<file path="src/rtl/sd_card_ctrl_if.sv">
// Command-generator bus: sd_card_ctrl drives go/cmd/arg/ignore_count (master),
// the SPI command generator answers with done/response (slave).
interface sd_card_ctrl_if;
    logic        go;
    logic [5:0]  cmd;
    logic [31:0] arg;
    logic [7:0]  ignore_count;
    logic        done;
    logic [7:0]  response;
    logic        response_ready;

    modport master (
        output go, cmd, arg, ignore_count,
        input  done, response, response_ready
    );

    modport slave (
        input  go, cmd, arg, ignore_count,
        output done, response, response_ready
    );
endinterface

</file>
<file path="src/rtl/sd_card_ctrl.sv">
// SD card (SPI mode) sequencer: power-up/init, then single-block CMD17 reads.
// Optional macro SD_CTRL_TIMEOUT_EN bounds the CMD55/ACMD41 loop to ACMD41_RETRIES.
module sd_card_ctrl #(
    parameter int         CMD0_RETRIES   = 8,
`ifdef SD_CTRL_TIMEOUT_EN
    parameter int         ACMD41_RETRIES = 1000,
`endif
    parameter logic [7:0] IGNORE_COUNT   = 8'd0
) (
    input  logic           clk,
    input  logic           rst_n,
    input  logic           init_start,
    input  logic           rd_req,
    input  logic [31:0]    rd_addr,
    output logic           rd_ack,
    output logic           rd_done,
    output logic           card_ready,
    output logic           busy,
    output logic           error,
    output logic [2:0]     err_code,
    output logic           sdhc,
    sd_card_ctrl_if.master gen
);

    localparam logic [4:0] S_IDLE         = 5'd0;
    localparam logic [4:0] S_ISSUE_PULSE  = 5'd1;
    localparam logic [4:0] S_WAIT_PULSE   = 5'd2;
    localparam logic [4:0] S_ISSUE_CMD0   = 5'd3;
    localparam logic [4:0] S_WAIT_CMD0    = 5'd4;
    localparam logic [4:0] S_ISSUE_CMD8   = 5'd5;
    localparam logic [4:0] S_WAIT_CMD8    = 5'd6;
    localparam logic [4:0] S_ISSUE_CMD55  = 5'd7;
    localparam logic [4:0] S_WAIT_CMD55   = 5'd8;
    localparam logic [4:0] S_ISSUE_ACMD41 = 5'd9;
    localparam logic [4:0] S_WAIT_ACMD41  = 5'd10;
    localparam logic [4:0] S_ISSUE_CMD16  = 5'd11;
    localparam logic [4:0] S_WAIT_CMD16   = 5'd12;
    localparam logic [4:0] S_READY        = 5'd13;
    localparam logic [4:0] S_ISSUE_RD     = 5'd14;
    localparam logic [4:0] S_WAIT_RD      = 5'd15;
    localparam logic [4:0] S_ERROR        = 5'd16;

    localparam logic [7:0] CMD0_LAST = 8'(CMD0_RETRIES - 1);
`ifdef SD_CTRL_TIMEOUT_EN
    localparam logic [15:0] ACMD41_LAST = 16'(ACMD41_RETRIES - 1);
    logic [15:0] acmd41_cnt;
`endif

    logic [4:0]  state;
    logic [7:0]  resp_q;
    logic [7:0]  resp_now;
    logic [7:0]  cmd0_cnt;
    logic [31:0] addr_q;
    logic        start_ok;
    logic        issue;
    logic [5:0]  issue_cmd;
    logic [31:0] issue_arg;
    logic [7:0]  issue_ign;
    logic [4:0]  issue_wait;

    // A response arriving in the same cycle as done still counts for the decision.
    assign resp_now   = gen.response_ready ? gen.response : resp_q;
    assign card_ready = (state == S_READY);
    assign error      = (state == S_ERROR);
    assign busy       = !(state == S_IDLE || state == S_READY || state == S_ERROR);
    assign start_ok   = init_start && (state == S_IDLE || state == S_READY || state == S_ERROR);

    always_comb begin
        issue      = 1'b0;
        issue_cmd  = 6'd0;
        issue_arg  = 32'd0;
        issue_ign  = 8'd0;
        issue_wait = state;
        case (state)
            S_ISSUE_PULSE:  begin issue = 1'b1; issue_cmd = 6'h3F; issue_wait = S_WAIT_PULSE; end
            S_ISSUE_CMD0:   begin issue = 1'b1; issue_cmd = 6'd0;  issue_wait = S_WAIT_CMD0; end
            S_ISSUE_CMD8:   begin
                issue = 1'b1; issue_cmd = 6'd8; issue_arg = 32'h0000_01AA; issue_wait = S_WAIT_CMD8;
            end
            S_ISSUE_CMD55:  begin issue = 1'b1; issue_cmd = 6'd55; issue_wait = S_WAIT_CMD55; end
            S_ISSUE_ACMD41: begin
                issue = 1'b1; issue_cmd = 6'd41; issue_wait = S_WAIT_ACMD41;
                issue_arg = sdhc ? 32'h4000_0000 : 32'd0;
            end
            S_ISSUE_CMD16:  begin
                issue = 1'b1; issue_cmd = 6'd16; issue_arg = 32'd512; issue_wait = S_WAIT_CMD16;
            end
            // Standard-capacity cards take a byte address, SDHC a block index.
            S_ISSUE_RD:     begin
                issue = 1'b1; issue_cmd = 6'd17; issue_ign = IGNORE_COUNT; issue_wait = S_WAIT_RD;
                issue_arg = sdhc ? addr_q : {addr_q[22:0], 9'b0};
            end
            default: ;
        endcase
    end

    always_ff @(posedge clk or negedge rst_n) begin
        if (!rst_n) begin
            state            <= S_IDLE;
            rd_ack           <= 1'b0;
            rd_done          <= 1'b0;
            err_code         <= 3'd0;
            sdhc             <= 1'b0;
            cmd0_cnt         <= 8'd0;
            addr_q           <= 32'd0;
            resp_q           <= 8'hFF;
            gen.go           <= 1'b0;
            gen.cmd          <= 6'd0;
            gen.arg          <= 32'd0;
            gen.ignore_count <= 8'd0;
`ifdef SD_CTRL_TIMEOUT_EN
            acmd41_cnt       <= 16'd0;
`endif
        end else begin
            gen.go  <= 1'b0;
            rd_ack  <= 1'b0;
            rd_done <= 1'b0;
            if (gen.response_ready) resp_q <= gen.response;

            // Preloading 8'hFF makes a missing response read as a failure.
            if (issue) begin
                gen.go           <= 1'b1;
                gen.cmd          <= issue_cmd;
                gen.arg          <= issue_arg;
                gen.ignore_count <= issue_ign;
                resp_q           <= 8'hFF;
                state            <= issue_wait;
            end

            if (start_ok) begin
                state    <= S_ISSUE_PULSE;
                err_code <= 3'd0;
                sdhc     <= 1'b0;
                cmd0_cnt <= 8'd0;
`ifdef SD_CTRL_TIMEOUT_EN
                acmd41_cnt <= 16'd0;
`endif
            end else begin
                case (state)
                    S_WAIT_PULSE: if (gen.done) state <= S_ISSUE_CMD0;
                    S_WAIT_CMD0: if (gen.done) begin
                        if (resp_now == 8'h01) begin
                            state <= S_ISSUE_CMD8;
                        end else if (cmd0_cnt == CMD0_LAST) begin
                            state    <= S_ERROR;
                            err_code <= 3'd1;
                        end else begin
                            cmd0_cnt <= cmd0_cnt + 8'd1;
                            state    <= S_ISSUE_CMD0;
                        end
                    end
                    S_WAIT_CMD8: if (gen.done) begin
                        if (resp_now == 8'h01 || resp_now == 8'h05) begin
                            sdhc  <= (resp_now == 8'h01);
                            state <= S_ISSUE_CMD55;
                        end else begin
                            state    <= S_ERROR;
                            err_code <= 3'd2;
                        end
                    end
                    S_WAIT_CMD55: if (gen.done) begin
                        if (resp_now == 8'h00 || resp_now == 8'h01) begin
                            state <= S_ISSUE_ACMD41;
                        end else begin
                            state    <= S_ERROR;
                            err_code <= 3'd3;
                        end
                    end
                    S_WAIT_ACMD41: if (gen.done) begin
                        if (resp_now == 8'h00) begin
                            state <= S_ISSUE_CMD16;
                        end else if (resp_now == 8'h01) begin
`ifdef SD_CTRL_TIMEOUT_EN
                            if (acmd41_cnt == ACMD41_LAST) begin
                                state    <= S_ERROR;
                                err_code <= 3'd3;
                            end else begin
                                acmd41_cnt <= acmd41_cnt + 16'd1;
                                state      <= S_ISSUE_CMD55;
                            end
`else
                            state <= S_ISSUE_CMD55;
`endif
                        end else begin
                            state    <= S_ERROR;
                            err_code <= 3'd3;
                        end
                    end
                    S_WAIT_CMD16: if (gen.done) begin
                        if (resp_now == 8'h00) begin
                            state <= S_READY;
                        end else begin
                            state    <= S_ERROR;
                            err_code <= 3'd4;
                        end
                    end
                    S_READY: if (rd_req) begin
                        rd_ack <= 1'b1;
                        addr_q <= rd_addr;
                        state  <= S_ISSUE_RD;
                    end
                    S_WAIT_RD: if (gen.done) begin
                        rd_done <= 1'b1;
                        if (resp_now == 8'h00) begin
                            state <= S_READY;
                        end else begin
                            state    <= S_ERROR;
                            err_code <= 3'd5;
                        end
                    end
                    default: ;
                endcase
            end
        end
    end

endmodule

</file>
<file path="src/flat_wrapper.sv">
// flat-port wrapper written by rule: the top's interface ports become plain ports
module sd_card_ctrl_flat 
#(
    parameter int         CMD0_RETRIES   = 8,

    parameter logic [7:0] IGNORE_COUNT   = 8'd0
)
  (clk, rst_n, init_start, rd_req, rd_addr, rd_ack, rd_done, card_ready, busy, error, err_code, sdhc, gen_go, gen_cmd, gen_arg, gen_ignore_count, gen_done, gen_response, gen_response_ready);
  sd_card_ctrl_if gen_i ();
  input  logic clk;
  input  logic rst_n;
  input  logic init_start;
  input  logic rd_req;
  input  logic [31:0] rd_addr;
  output logic rd_ack;
  output logic rd_done;
  output logic card_ready;
  output logic busy;
  output logic error;
  output logic [2:0] err_code;
  output logic sdhc;
  output wire logic [$bits(gen_i.go)-1:0] gen_go;
  output wire logic [$bits(gen_i.cmd)-1:0] gen_cmd;
  output wire logic [$bits(gen_i.arg)-1:0] gen_arg;
  output wire logic [$bits(gen_i.ignore_count)-1:0] gen_ignore_count;
  input wire logic [$bits(gen_i.done)-1:0] gen_done;
  input wire logic [$bits(gen_i.response)-1:0] gen_response;
  input wire logic [$bits(gen_i.response_ready)-1:0] gen_response_ready;
  assign gen_go = gen_i.go;
  assign gen_cmd = gen_i.cmd;
  assign gen_arg = gen_i.arg;
  assign gen_ignore_count = gen_i.ignore_count;
  assign gen_i.done = gen_done;
  assign gen_i.response = gen_response;
  assign gen_i.response_ready = gen_response_ready;
  sd_card_ctrl #(.CMD0_RETRIES(CMD0_RETRIES), .IGNORE_COUNT(IGNORE_COUNT)) u_core (.clk(clk), .rst_n(rst_n), .init_start(init_start), .rd_req(rd_req), .rd_addr(rd_addr), .rd_ack(rd_ack), .rd_done(rd_done), .card_ready(card_ready), .busy(busy), .error(error), .err_code(err_code), .sdhc(sdhc), .gen(gen_i));
endmodule
</file>
<file path="config.mk">
export PLATFORM = sky130hd
export DESIGN_NAME = sd_card_ctrl_flat
export DESIGN_NICKNAME = d
export VERILOG_FILES = /design/src/rtl/sd_card_ctrl_if.sv /design/src/rtl/sd_card_ctrl.sv /design/src/flat_wrapper.sv
export SDC_FILE = /design/constraint.sdc
export NUM_CORES = 1
export LEC_CHECK = 0
export ABC_AREA = 1
export CAP_MARGIN = 10
export CELL_PAD_IN_SITES_DETAIL_PLACEMENT = 1
export CELL_PAD_IN_SITES_GLOBAL_PLACEMENT = 1
export CORE_MARGIN = 2
export CORE_UTILIZATION = 37
export CTS_CLUSTER_SIZE = 16
export DETAILED_ROUTE_END_ITERATION = 10
export HOLD_SLACK_MARGIN = 0.02
export PLACE_DENSITY = 0.83
export REMOVE_ABC_BUFFERS = 1
export SLEW_MARGIN = 20
export SYNTH_ARGS = -nofsm -noshare
export SYNTH_HDL_FRONTEND = slang
export SYNTH_SLANG_ARGS = --single-unit
</file>
<file path="constraint.sdc">
create_clock -name clk -period 2.16 [get_ports clk]
set_clock_uncertainty 0.1 [all_clocks]
set_input_delay 0.324 -clock clk [delete_from_list [all_inputs] [get_ports clk]]
set_output_delay 0.324 -clock clk [all_outputs]
set_load 0.05 [all_outputs]
</file>
==> impl_metrics.json <==
{
  "die_y_um": 120,
  "crit_top_cell": "nand2_1",
  "path_cells": "nand2_1 > inv_1 > nand2_1 > nand2_1 > inv_1 > buf_12",
  "htree_levels": 3,
  "synth-edff-count": 0,
  "grt_max_degree": 39,
  "avgSynthCellArea_um2": 7.74,
  "slowest_stage": "dfrtp_1",
  "die_area_mm2": 0.0143,
  "clockBufferDepth": 2,
  "vias_per_cell": 4.97,
  "syn-instance-count": 641,
  "period_share_pct": 95.1,
  "cts.sinks": 97,
  "dp_slack_ps": -188,
  "rr_startpoint": "u_core.state[0]",
  "drive_above_1_share_pct": 13.4,
  "power_density_mw_per_mm2": 1350,
  "hpwl_um": 11300,
  "critPathBufInv": 3,
  "yosysWarnings": 0,
  "hold_depth": 2,
  "dieWidth_um": 120,
  "clk_pin_slew_worst_paths_ps": 60,
  "nets": 802,
  "required_ps": 1740,
  "setup.worst_path.class": "reg -> out",
  "synth_area_mm2": 0.00496,
  "core_mm2": 0.0132,
  "drc": 0,
  "finalWorstSetupSlack_ps": 105,
  "start_util_pct": 37.6,
  "rows": 42,
  "critical_path.max_stage_delay_ps": 490,
  "ant_nets": 0,
  "rr_endpoint": "u_core.addr_q[13]",
  "rr_worst_depth": 10,
  "ios": 102,
  "min_to": "u_core.err_code[2]",
  "io_buffer_count": 93,
  "gp_congestion": 0.895,
  "n_antenna_cell": 0,
  "cts_tree": "built",
  "first_pass_iters": 4,
  "r2r_slack_ps": 140,
  "worstSetupStartpointType": "flip-flop",
  "synthArstFlopShare_pct": 100,
  "slew_viol_final": 0,
  "grt_pass1_vias": 5025,
  "synth.distinct_cells": 34,
  "yosys_most_used_dff": "dfrtp_1",
  "area_delta_synth_final_pct": 32.5,
  "wirelength_um": 15400,
  "yosysTopAreaCell": "dfrtp_1",
  "hp-class": "reg -> reg",
  "yosysTopAreaCellShare_pct": 44.9,
  "status": "complete, no violations",
  "grt_pass1_wl_um": 25200,
  "fmax_ghz": 0.487,
  "cp_top_family": "flip-flops",
  "fin_util_pct": 49.8,
  "hold_viol": 0,
  "critPathArrivalTime_ps": 1630,
  "finalSetupViolCount": 0,
  "finalCriticalPeriod_ps": 2060,
  "ys_top_cells_by_area": "dfrtp_1 45%, nand2_1 20%, inv_1 4.7%, dfstp_2 4.2%, o21ai_0 3.6%",
  "ys_seq_elements": 97,
  "cellLeakagePower_nw": 3.30,
  "hold_path_startpoint": "u_core.err_code[2]",
  "worst_pin_slew_ps": 550,
  "drtIter0Drc": 154,
  "ctsRootBufferMaster": "clkbuf_16",
  "startpoint": "u_core.state[0]",
  "rsz0062_at_grt": "false",
  "numCtsBuffers": 9,
  "grt_use_total_pct": 22.4,
  "path_max_fanout": 6,
  "end_kind": "output pin",
  "cap_violations": 0,
  "wl_per_cell_um": 16.5,
  "grt_overflow": 0,
  "synth.yosys.seq_area_share_pct": 49.2,
  "relSlewSlack_pct": 63.3,
  "vias": 4648,
  "vdd.ir_drop.worst_mv": 0.615,
  "clk_latency_ps": 360,
  "antenna_found_initial": 0
}
-- metrics by stage --
| stage | total power, mW | std cells | hold slack [ps] | setup TNS, ps | area (um2) |
|---|---|---|---|---|---|
| 3_3_place_gp | 7.10 | 915 | 230 | -235 | 6210 |
| 2_1_floorplan | 5.51 | 614 | -71.6 | -2630 | 4760 |
| 6_report | 8.88 | 936 | 369 | 0 | 6570 |
| 3_5_place_dp | 7.26 | 915 | 250 | -1720 | 6210 |
| 5_1_grt | 9.47 | 936 | 399 | 0 | 6570 |
| 4_1_cts | 8.89 | 932 | 374 | 0 | 6510 |
-- Yosys cell counts (2+ instances only) --
cell        n
dfstp_2     8
o211ai_1    5
dfrtp_1    89
nand2_1   259
clkbuf_1    8
nand4_1     7
nand3_1    31
buf_4      10
inv_4       2
a31oi_1     2
buf_2       9
nor2_2      4
nor3_1      3
nand2_2     3
a21oi_1    23
inv_2       5
a22o_1     10
nor2_4      3
nor2_1     33
a31o_2     11
buf_6       7
o21ai_0    36
inv_1      62
-- sequential cells by signal, summed over array words and instances, names as in the netlist --
| name | count |
|---|---|
| u_core.gen.go | 1 |
| u_core.addr_q | 32 |
| u_core.rd_ack | 1 |
| u_core.err_code | 3 |
| u_core.resp_q | 8 |
| u_core.gen.cmd | 5 |
| u_core.state | 5 |
| u_core.sdhc | 1 |
| u_core.gen.arg | 32 |
| u_core.cmd0_cnt | 8 |
| u_core.rd_done | 1 |
-- worst register-to-register path, delay by kind of cell, from the launching register on --
kind / cells / cell delay [ps]
buf+inv: 4 / 620
flops: 1 / 490
simple gates: 6 / 760
-- kinds of logic after synthesis --
kind of cell	count (synthesis)	synth area share (%)
flip-flops	97	49.2
AND/OR/NAND/NOR	348	29.2
other	1	0.0756
XOR/XNOR	1	0.177
AO/OA/AOI/OAI	90	11.2
adder cells (fa/ha/maj)	1	0.252
buffers and inverters	103	9.94
-- area by class of cell --
class	instances	area (um2)
Clock buffer	13	270
Clock inverter	3	22.5
Fill cell	1635	6620
Inverter	69	269
Multi-Input combinational cell	448	2070
Sequential cell	97	2440
Tap cell	176	220
Timing Repair Buffer	130	1270
-- worst max path at each step --
stage / end / slack, ps / depth (start not counted)
2_1_floorplan: u_core.addr_q[10] / -120 / 10
3_3_place_gp: u_core.state[4] / -70 / 14
3_5_place_dp: u_core.state[4] / -190 / 14
4_1_cts: u_core.gen.arg[1] / 10 / 9
5_1_grt: u_core.addr_q[22] / 4 / 11
6_report: busy / 100 / 6
-- cell usage in the layout, fill, tap and decap left out, drive strengths merged, types with 2 or more instances in the layout --
master         synthesis  layout
nor3                   4       4
buf                   26      41
conb                   1       8
clkbuf                 8      13
dfrtp                 89      89
inv                   69      70
clkinv                 0       2
nor2                  40      40
nand3                 32      32
o211ai                 5       5
o21ai                 36      36
a31oi                  2       2
clkdlybuf4s50          0      88
a31o                  11      11
a21oi                 23      23
nand2                263     263
a22o                  10      10
dfstp                  8       8
nand4                  7       7
-- power breakdown --
group          switching, mW  internal [mW]
combinational           2.98           1.45
clock                  0.724          0.881
sequential             0.390           2.45
total                   4.09           4.79
-- routing by layer --
metal | global-route usage [%] | vias to the layer above | share of wire [%]
met5 | 0 | - | 0
met1 | 28.5 | 2290 | 44
met3 | 5.47 | 17 | 5.3
met4 | 6.54 | 0 | 1.3
met2 | 38.0 | 102 | 49
li1 | - | 2239 | -
-- timing repair --
action,4_1_cts,5_1_grt
hold buffers,1,0
hold endpoints to repair,28,0
resized for setup,0,10
endpoints found under the setup margin,0,63
buffers inserted,0,4
Power figures use the tool's default switching activity.
==> variant 1 (same flow settings) <==
Reset style: synchronous (`rst_n`), changed in one clocked block.
--- a/src/rtl/sd_card_ctrl.sv
+++ b/src/rtl/sd_card_ctrl.sv
@@ -96,3 +96,3 @@
 
-    always_ff @(posedge clk or negedge rst_n) begin
+    always_ff @(posedge clk) begin
         if (!rst_n) begin
Check against the original RTL: differs if rst_n is asserted again (counterexample within 4 cycles, from zero or initial values and one cycle with rst_n low); with rst_n held inactive, the same outputs for 10 cycles.
==> variant 1 against the unedited design <==
- register-to-register slack improved by 0.06 ns
- core utilization increased by 1.6 points
- wire length is 12% lower
- non-clock buffer count shrank 7
- hold slack worse by 0.0026 ns
- worst setup slack better by 0.020 ns
- cell area shrank 9.4%
- sequential cell count unchanged
- synthesized cell count fell by 4.2%
- synthesized area down 11%
Power is not compared: it rests on default switching activity, and its combinational part moved more than twofold at a synthesized area within 25%.
==> variant 1: results <==
metrics = {
    "status": {
        "status": "completed",
    },
    "finish": {
        "fillers": 1444,
        "final_cells": 863,
        "fin_nets": 763,
    },
    "synthesis": {
        "synth_cell_types": 37,
        "synth_common_cells": "158 x nand2_1, 97 x dfxtp_1, 78 x inv_1",
        "ys_async_sr_fraction_pct": 0,
        "synth.area.top_cells": "dfxtp_1 44%, nand2_1 13%, o21ai_0 7.2%",
        "seq_area_frac_synth_pct": 43.90,
    },
    "hold_path": {
        "holdPathEnd": "u_core.addr_q[29]$_SDFFE_PN0P_",
    },
    "worst_setup_path": {
        "timing.rr.end": "u_core.gen.cmd[2]$_SDFFE_PN0N_",
        "cp_slowest_stage_delay_ns": 0.39,
        "ff2ff_setup_slack_ns": 0.20,
        "cp.arrival_ns": 1.61,
        "critPathSlowestCell": "dfxtp_2",
        "worstPathMaxFanout": 5,
        "crit_start": "u_core.state[1]$_SDFF_PP0_",
    },
    "clock_network": {
        "ctsHoldBuffers": 0,
    },
    "placement": {
        "place_area_um2": 5634,
        "dpl.cell_count": 846,
        "pre_cts_slack_ns": -0.2275,
    },
    "timing": {
        "fmax_mhz": 491.3,
        "slew-limit-headroom_pct": 62.92,
    },
    "global_route": {
        "grt_usage_pct": 21.56,
        "grt_max_degree": 46,
    },
    "drt": {
        "routedWlPerCell_um": 15.77,
    },
}
## variant 1: changes by cell type after synthesis, moves of 11 or more
cell and delta:
dfxtp_1 +97, nand2_1 -101, a31o_2 -11, nand3_1 -11
inv_1 +16, o21ai_0 +28, a32o_1 +21, dfrtp_1 -89
a21oi_1 +22
## variant 1: area by class of cell
| cell class | instances | share of cell area [%] |
|---|---|---|
| Clock buffer | 12 | 4.143 |
| Clock inverter | 3 | 0.4206 |
| Inverter | 84 | 5.342 |
| Multi-Input combinational cell | 401 | 33.42 |
| Sequential cell | 97 | 32.72 |
| Tap cell | 143 | 3.007 |
| Timing Repair Buffer | 123 | 20.95 |
## variant 1: timing repair
action	in CTS	in global routing
gates resized for setup	1	11
pin swaps	0	1
buffers inserted	0	2
endpoints found under the setup margin	1	8
## variant 1: worst register-to-register path: cells and delay by family, from the launching register on
| kind | cells | cell delay (ns) |
|---|---|---|
| and+or+nand+nor | 7 | 0.90 |
| buffers and inverters | 2 | 0.41 |
| DFF | 1 | 0.34 |
| AOI/OAI and AO/OA | 1 | 0.10 |
## variant 1: cell families after synthesis
group | Yosys count | synth area share, %
other | 1 | 0.08478
xor gates and xnor gates | 1 | 0.1981
and+or+nand+nor | 241 | 23.03
AOI/OAI and AO/OA | 150 | 20.23
DFF | 97 | 43.90
adders and majority gates | 1 | 0.2828
buffers and inverters | 123 | 12.28
## variant 1: metal layers
metal  track usage, %  vias to the layer above  part of all wire, %  wire (um)
li1                 -                     2176                    -          -
met1            26.24                     2078                   44       5940
met2            38.72                       91                   51       6972
met3            2.732                       16                  3.6        488
met4            8.211                        0                  1.5        206
met5                0                        -                    0          0
==> variant 2 (same flow settings) <==
Made on the original files. The option `SD_CTRL_TIMEOUT_EN` is turned on by a define.
--- a/src/rtl/sd_card_ctrl.sv
+++ b/src/rtl/sd_card_ctrl.sv
@@ -2,2 +2,4 @@
 // Optional macro SD_CTRL_TIMEOUT_EN bounds the CMD55/ACMD41 loop to ACMD41_RETRIES.
+`define SD_CTRL_TIMEOUT_EN
+
 module sd_card_ctrl #(
Function: no difference found for any inputs over 10 cycles, from zero or initial values and one cycle with rst_n low; that may be too few to reach the edited logic, so the function may still have changed.
==> variant 2 against the unedited design <==
- critical path type is now reg2reg
- total power grew 31%
- sequential power up 23%
- via count increased by 18%
- cell count increased by 17%
- hold slack lost 0.22 ns
- worst setup slack lost 0.016 ns
- cell area increased by 22%
- largest power group unchanged
- first-iteration DRC count increased by 120%
- sequential share of layout area shrank 1.6 points
- wire length grew 15%
- core utilization grew 1.1 points
- synthesized area grew 19%
- count of clock-buffer cells in the layout is 6 higher
- sequential cell count increased by 16
==> variant 2: results <==
metrics = {
    "power_and_ir_drop": {
        "combPwrFrac_pct": 46.4,
        "powerClk_mw": 2.74,
        "p_per_area_nw_per_um2": 1450,
        "vdd_ir_drop_max_mv": 0.6895,
    },
    "worst_setup_path": {
        "worstPathMaxFanout": 5,
        "cp.arrival_ns": 2.32,
        "ff2ff_setup_slack_ns": 0.09,
    },
    "synthesis": {
        "synth-xor-area-share_pct": 1.637,
        "yosys.area_share.adder_pct": 0.4253,
        "synth_cell_types": 41,
        "seq_area_frac_synth_pct": 48.22,
        "synth_common_cells": "210 x nand2_1, 105 x dfrtp_1, 82 x inv_1",
    },
    "finish": {
        "fillers": 1877,
        "fin_nets": 915,
        "drive_gt1_share_pct": 17.39,
    },
    "hold_path": {
        "min_path_type": "in2async",
    },
    "timing": {
        "slew-limit-headroom_pct": 62.07,
    },
    "global_route": {
        "grt_pass1_vias": 5892,
        "grt_pass1_wl_um": 29570,
        "grt_usage_pct": 22.54,
    },
    "drt": {
        "drt_iter0_markers": 341,
        "num_vias": 5464,
        "wl_um": 17820,
    },
    "clock_network": {
        "h-tree-depth": 4,
    },
    "status": {
        "status": "completed",
    },
    "placement": {
        "pre_cts_slack_ns": -0.2419,
        "place_area_um2": 7365,
    },
}
==> variant 2: worst max-delay path, cell delays in order, from the launching register on <==
cell and delay [ns]:
dfrtp_2 0.46, buf_4 0.17, nor2_2 0.19, nand2_1 0.21, nand3_1 0.19, nand3_1 0.10, nand2_1 0.07, nand2_1 0.07
nand3_1 0.23, nand3_1 0.13, nand2_1 0.08
==> variant 2: metal layers <==
layer | vias up | global-route usage, % | share of wire (%)
met5 | - | 0 | 0
met3 | 23 | 3.936 | 3.1
li1 | 2601 | - | -
met4 | 0 | 7.274 | 1.7
met1 | 2715 | 28.39 | 45
met2 | 125 | 39.45 | 50
==> variant 2: cell type report <==
type	instances	area, um^2	share of cell area, %
sequential	113	2840	35.50
multi-input combinational	501	2531	31.63
timing repair buffer	143	1421	17.76
clock buffer	19	452.9	5.661
inverter	90	354.1	4.425
tap	216	270.3	3.378
clock inverter	13	126.4	1.579
timing repair inverter	1	5.005	0.06255
==> variant 2: worst max path at each step <==
stage	startpoint	end	slack (ns)	cells after the start
6_report	u_core.state[0]$_DFF_PN0_	u_core.err_code[0]$_DFFE_PN0P_	0.09	10
4_1_cts	u_core.state[1]$_DFF_PN0_	error	0.003	4
2_1_floorplan	u_core.state[0]$_DFF_PN0_	u_core.addr_q[10]$_DFFE_PN0P_	-0.24	9
3_3_place_gp	gen_response_ready	u_core.cmd0_cnt[1]$_DFFE_PN0P_	-0.10	13
3_5_place_dp	gen_response_ready	u_core.cmd0_cnt[5]$_DFFE_PN0P_	-0.24	13
5_1_grt	u_core.state[0]$_DFF_PN0_	u_core.state[0]$_DFF_PN0_	-0.01	11
